<file path="src/rtl/alu_pkg.sv">
// Shared definitions for the execute-stage ALU: widths, opcodes and the
// combinational core's result payload.
package alu_pkg;

    localparam int unsigned DATA_W  = 32;
    localparam int unsigned PROD_W  = 2 * DATA_W;
    localparam int unsigned OP_W    = 4;
    localparam int unsigned SHAMT_W = 5;

    localparam logic [OP_W-1:0] ALU_ADD   = 4'h0;
    localparam logic [OP_W-1:0] ALU_ADDU  = 4'h1;
    localparam logic [OP_W-1:0] ALU_SUB   = 4'h2;
    localparam logic [OP_W-1:0] ALU_SUBU  = 4'h3;
    localparam logic [OP_W-1:0] ALU_AND   = 4'h4;
    localparam logic [OP_W-1:0] ALU_OR    = 4'h5;
    localparam logic [OP_W-1:0] ALU_XOR   = 4'h6;
    localparam logic [OP_W-1:0] ALU_NOR   = 4'h7;
    localparam logic [OP_W-1:0] ALU_SLT   = 4'h8;
    localparam logic [OP_W-1:0] ALU_SLTU  = 4'h9;
    localparam logic [OP_W-1:0] ALU_SLL   = 4'hA;
    localparam logic [OP_W-1:0] ALU_SRL   = 4'hB;
    localparam logic [OP_W-1:0] ALU_SRA   = 4'hC;
    localparam logic [OP_W-1:0] ALU_MULT  = 4'hD;
    localparam logic [OP_W-1:0] ALU_MULTU = 4'hE;
    localparam logic [OP_W-1:0] ALU_LUI   = 4'hF;

    typedef struct packed {
        logic [DATA_W-1:0] result;
        logic [DATA_W-1:0] hi;
        logic [DATA_W-1:0] lo;
        logic              overflow;
        logic              hilo_we;
    } alu_out_t;

endpackage

</file>
<file path="src/rtl/alu_core.sv">
// Purely combinational ALU: opcode + operands -> result, HI/LO product,
// signed overflow and a flag telling the wrapper to update HI/LO.
module alu_core
    import alu_pkg::*;
(
    input  logic [OP_W-1:0]   i_op,
    input  logic [DATA_W-1:0] i_a,
    input  logic [DATA_W-1:0] i_b,
    output alu_out_t          o_res
);

    logic [DATA_W-1:0]  w_sum;
    logic [DATA_W-1:0]  w_diff;
    logic               w_add_ovf;
    logic               w_sub_ovf;
    logic               w_slt;
    logic               w_sltu;
    logic [SHAMT_W-1:0] w_sh;
    logic               w_mul_signed;
    logic [PROD_W-1:0]  w_a_ext;
    logic [PROD_W-1:0]  w_b_ext;
    logic [PROD_W-1:0]  w_prod;

    assign w_sum  = i_a + i_b;
    assign w_diff = i_a - i_b;

    // Overflow only when operand signs make it possible and the result sign flips.
    assign w_add_ovf = (i_a[DATA_W-1] == i_b[DATA_W-1]) && (w_sum[DATA_W-1]  != i_a[DATA_W-1]);
    assign w_sub_ovf = (i_a[DATA_W-1] != i_b[DATA_W-1]) && (w_diff[DATA_W-1] != i_a[DATA_W-1]);

    assign w_slt  = $signed(i_a) < $signed(i_b);
    assign w_sltu = i_a < i_b;
    assign w_sh   = i_a[SHAMT_W-1:0];

    // One shared multiplier; sign- or zero-extension to 64 bits selects MULT vs MULTU.
    assign w_mul_signed = (i_op == ALU_MULT);
    assign w_a_ext = {{DATA_W{w_mul_signed & i_a[DATA_W-1]}}, i_a};
    assign w_b_ext = {{DATA_W{w_mul_signed & i_b[DATA_W-1]}}, i_b};
    assign w_prod  = w_a_ext * w_b_ext;

    always_comb begin
        o_res = '0;
        unique case (i_op)
            ALU_ADD: begin
                o_res.result   = w_sum;
                o_res.overflow = w_add_ovf;
            end
            ALU_ADDU: o_res.result = w_sum;
            ALU_SUB: begin
                o_res.result   = w_diff;
                o_res.overflow = w_sub_ovf;
            end
            ALU_SUBU: o_res.result = w_diff;
            ALU_AND:  o_res.result = i_a & i_b;
            ALU_OR:   o_res.result = i_a | i_b;
            ALU_XOR:  o_res.result = i_a ^ i_b;
            ALU_NOR:  o_res.result = ~(i_a | i_b);
            ALU_SLT:  o_res.result = {{(DATA_W-1){1'b0}}, w_slt};
            ALU_SLTU: o_res.result = {{(DATA_W-1){1'b0}}, w_sltu};
            ALU_SLL:  o_res.result = i_b << w_sh;
            ALU_SRL:  o_res.result = i_b >> w_sh;
            ALU_SRA:  o_res.result = DATA_W'($signed(i_b) >>> w_sh);
            ALU_MULT, ALU_MULTU: begin
                o_res.result  = w_prod[DATA_W-1:0];
                o_res.hi      = w_prod[PROD_W-1:DATA_W];
                o_res.lo      = w_prod[DATA_W-1:0];
                o_res.hilo_we = 1'b1;
            end
            ALU_LUI:  o_res.result = {i_b[15:0], 16'h0000};
            default:  o_res = '0;
        endcase
    end

endmodule

</file>
<file path="src/rtl/alu_exec_unit.sv">
// Execute-stage slice: operand-A mux, registered ALU/HI/LO/flags captured on
// alu_en, and the branch next-PC register captured on branch_en.
module alu_exec_unit
    import alu_pkg::*;
(
    input  logic               clk,
    input  logic               reset,
    input  logic               alu_en,
    input  logic [OP_W-1:0]    alu_control,
    input  logic [DATA_W-1:0]  read_data1,
    input  logic [SHAMT_W-1:0] shamt,
    input  logic               select_shamt,
    input  logic [DATA_W-1:0]  alu_srcB,
    input  logic               branch_en,
    input  logic [DATA_W-1:0]  imm,
    input  logic [DATA_W-1:0]  pc,
    output logic [DATA_W-1:0]  alu_srcA,
    output logic [DATA_W-1:0]  alu_result,
    output logic [DATA_W-1:0]  hi,
    output logic [DATA_W-1:0]  lo,
    output logic               overflow,
    output logic               alu_zero,
    output logic [DATA_W-1:0]  pc_out
);

    alu_out_t          w_core;
    logic [DATA_W-1:0] w_branch_target;

    logic [DATA_W-1:0] r_alu_result;
    logic [DATA_W-1:0] r_hi;
    logic [DATA_W-1:0] r_lo;
    logic              r_overflow;
    logic              r_alu_zero;
    logic [DATA_W-1:0] r_pc_out;

    // Zero-latency operand A, deliberately outside the reset domain.
    assign alu_srcA = select_shamt ? {{(DATA_W-SHAMT_W){1'b0}}, shamt} : read_data1;

    alu_core u_alu_core (
        .i_op  (alu_control),
        .i_a   (alu_srcA),
        .i_b   (alu_srcB),
        .o_res (w_core)
    );

    always_ff @(posedge clk) begin
        if (reset) begin
            r_alu_result <= '0;
            r_hi         <= '0;
            r_lo         <= '0;
            r_overflow   <= 1'b0;
            r_alu_zero   <= 1'b0;
        end else if (alu_en) begin
            r_alu_result <= w_core.result;
            r_overflow   <= w_core.overflow;
            r_alu_zero   <= (w_core.result == '0);
            if (w_core.hilo_we) begin
                r_hi <= w_core.hi;
                r_lo <= w_core.lo;
            end
        end
    end

    // Branch decision uses the registered zero flag, i.e. the pre-edge value.
    assign w_branch_target = pc + imm;

    always_ff @(posedge clk) begin
        if (reset) begin
            r_pc_out <= '0;
        end else if (branch_en) begin
            r_pc_out <= r_alu_zero ? w_branch_target : pc;
        end
    end

    assign alu_result = r_alu_result;
    assign hi         = r_hi;
    assign lo         = r_lo;
    assign overflow   = r_overflow;
    assign alu_zero   = r_alu_zero;
    assign pc_out     = r_pc_out;

endmodule

</file>
<file path="config.mk">
export PLATFORM = sky130hd
export DESIGN_NAME = alu_exec_unit
export DESIGN_NICKNAME = d
export VERILOG_FILES = /design/src/rtl/alu_pkg.sv /design/src/rtl/alu_core.sv /design/src/rtl/alu_exec_unit.sv
export SDC_FILE = /design/constraint.sdc
export NUM_CORES = 2
export LEC_CHECK = 0
export ABC_AREA = 0
export CAP_MARGIN = 5
export CORE_UTILIZATION = 26
export CTS_CLUSTER_SIZE = 24
export DETAILED_ROUTE_END_ITERATION = 16
export HOLD_SLACK_MARGIN = 0.08
export PLACE_DENSITY_LB_ADDON = 0.2
export SETUP_SLACK_MARGIN = 0.05
export SYNTH_ARGS = -nofsm -noshare
export SYNTH_HDL_FRONTEND = slang
export SYNTH_SLANG_ARGS = --single-unit
</file>
<file path="constraint.sdc">
create_clock -name clk -period 13.05 [get_ports clk]
set_input_delay 3.2625 -clock clk [delete_from_list [all_inputs] [get_ports clk]]
set_output_delay 3.2625 -clock clk [all_outputs]
set_load 0.1 [all_outputs]
</file>
==> flow_metrics.tcl <==
set metrics [dict create \
    vias 47680 \
    hold_slack_ps 454.7 \
    port-buffer-count 303 \
    post_cts_buffers 0 \
    cts_resized 0 \
    synth_seq_cells 130 \
    clock_sinks 130 \
    syn_nets 7975 \
    min_period_ps 12400 \
    path_max_fanout 21 \
    synth.distinct_cells 92 \
    grt_max_degree 65 \
    numCtsBuffers 17 \
    drv_slew 0 \
    critPathCapture "hi[26]" \
    setup_viol 0 \
    r2r-start "alu_zero" \
    final_nets 8235 \
    drt_iter0_markers 4240 \
    tns_ps 0 \
    crit_arrival_ps 12850 \
    synth_top_area_share_pct 42.46 \
    syn_to_final_growth_pct 15.34 \
    finalWirelength_mm 263.4 \
    clk_latency_ps 520 \
    antenna_found_initial 12 \
    ios 304 \
    r2r_end "pc_out[1]" \
    grt_pass1_vias 50400 \
    netlist_instances 6364 \
    drc 0 \
    start_util_pct 26.24 \
    die_w_um 454.3 \
    wl_per_cell_um 28.27 \
    period_share_pct 95.04 \
    final_core_util_pct 30.26 \
    vias_per_cell 5.116 \
    reg2regPathDepth 4 \
    cp-start-kind "input pin" \
    r2r_setup_slack_ps 11000 \
    skew_ps 15.87 \
    grt_pass1_wl_mm 378.0 \
    dieArea_um2 206400 \
    endpoint_kind "flip-flop" \
    rsz0062_at_grt "no" \
    placementRows 165 \
    crit_path_max_incr_delay_ps 570 \
    ant_nets 0 \
    required_ps 13500 \
    ys.flop_type "dfxtp_1" \
    grt_overflow_total 0 \
    cts-htree-levels 4 \
    dieHeight_um 454.3 \
    whs_path_depth 2 \
    hp-class "reg2reg" \
    clockBufferDepth 2 \
    synth_edf_count 0 \
    drv_cap 0 \
    maxSlewHeadroom_pct 12.66 \
    yosys.area.top_type "fa_1" \
    tightest_slew_ps 1277 \
    track_usage_pct 25.75 \
    cts_tree "yes" \
    slowest_stage "inv_1" \
    most-common-layout-cells "inv_1 (1213), fa_1 (1128), nand2_1 (833), nor2_1 (722), ha_1 (341)" \
    clkTransAtPathRegs_ps 60 \
    layout-drive-gt1-share_pct 7.534 \
    startpoint "select_shamt" \
    syn-cell-area_um2 53190 \
    finalHoldViolCount 0 \
    max_freq_ghz 0.08063 \
    ys_seq_area_share_pct 4.893 \
    ys.warnings.count 0 \
    avgSynthCellArea_um2 8.358 \
    async_reset_ff_share_pct 0 \
    gp_congestion 0.9972 \
    root_buffer "clkbuf_16" \
    core-area_um2 202700 \
    n_fill_cell 21820 \
    hpwlAfterDp_mm 214.8 \
    drtPass1Iterations 6 \
    criticalPathCategory "in2reg" \
    worst_path_most_repeated_cell "fa_1" \
    outcome "finished clean" \
    synth_area_leaders "fa_1 (42%), inv_1 (8.6%), ha_1 (8.0%)" \
    layout_commonest_cell "inv_1" \
    cts_hold_buf 0 \
]
metrics by stage:
step                      setup slack [ps]  cell area [um^2]  cells
after CTS                            728.6             61320   9309
after detailed placement             218.0             60760   9277
final                                647.5             61350   9319
after global placement               248.8             60760   9277
after global routing                 155.8             61330   9311
after floorplan                      373.1             53190   6364
layout make-up:
class	count	area, um^2	share of cell area [%]
repair buffers	634	5603	9.133
inverters	1235	4638	7.561
multi-input cells	4606	44570	72.66
well taps	2672	3343	5.450
flip-flops and latches	130	2604	4.244
diodes	10	25.02	0.04079
clock buffers	18	439.2	0.7159
clock inverters	14	122.6	0.1999
cells by family after synthesis:
family | count (synthesis) | synth area share [%]
XOR/XNOR | 122 | 2.009
flip-flops | 130 | 4.893
AO/OA/AOI/OAI | 876 | 11.01
buffers and inverters | 1628 | 11.60
adder cells (fa/ha/maj) | 1469 | 50.48
AND/OR/NAND/NOR | 1991 | 15.92
multiplexers | 148 | 4.096
state kept, by name, indices dropped and copies added (netlist names):
name,count
hi,32
overflow,1
alu_result,32
alu_zero,1
lo,32
pc_out,32
how the worst min path moves through the flow:
stage,startpoint,to,slack [ps]
5_1_grt,hi[29],hi[29],470
2_1_floorplan,hi[11],hi[11],880
3_5_place_dp,hi[25],hi[25],440
4_1_cts,lo[28],lo[28],460
3_3_place_gp,hi[16],hi[16],440
6_report,lo[28],lo[28],450
synth_stat cells, drive strengths merged (13+ instances only):
cell	n
a211oi	82
a21o	69
a21oi	243
a221oi	13
a22oi	32
a311oi	13
a31oi	33
and2	15
and3	32
buf	77
clkbuf	316
clkinv	13
dfxtp	130
fa	1128
ha	341
inv	1222
mux2i	90
mux4	52
nand2	834
nand2b	38
nand3	84
nand4	35
nor2	725
nor2b	43
nor3	81
nor4	23
o2111ai	18
o211ai	38
o21a	24
o21ai	129
o21bai	13
o22ai	27
o31ai	24
or2	15
or3	20
xnor2	84
xor2	38
worst max-delay path, delay by kind of cell:
| kind | cells | cell delay, ps |
|---|---|---|
| buffers and inverters | 11 | 2160 |
| AO/OA/AOI/OAI | 4 | 910 |
| adder cells (fa/ha/maj) | 9 | 4370 |
| AND/OR/NAND/NOR | 9 | 2040 |
routing by layer:
metal / GRT usage [%] / routed length, um / vias up
li1: - / - / 20470
met2: 42.12 / 123100 / 1981
met1: 32.78 / 108700 / 24730
met3: 4.916 / 17860 / 479
met5: 0 / 103 / -
met4: 11.62 / 13580 / 16
Power is left out: the tool's default activity adds up to more than one toggle a clock period on the data nets, which glitch-free logic cannot reach.
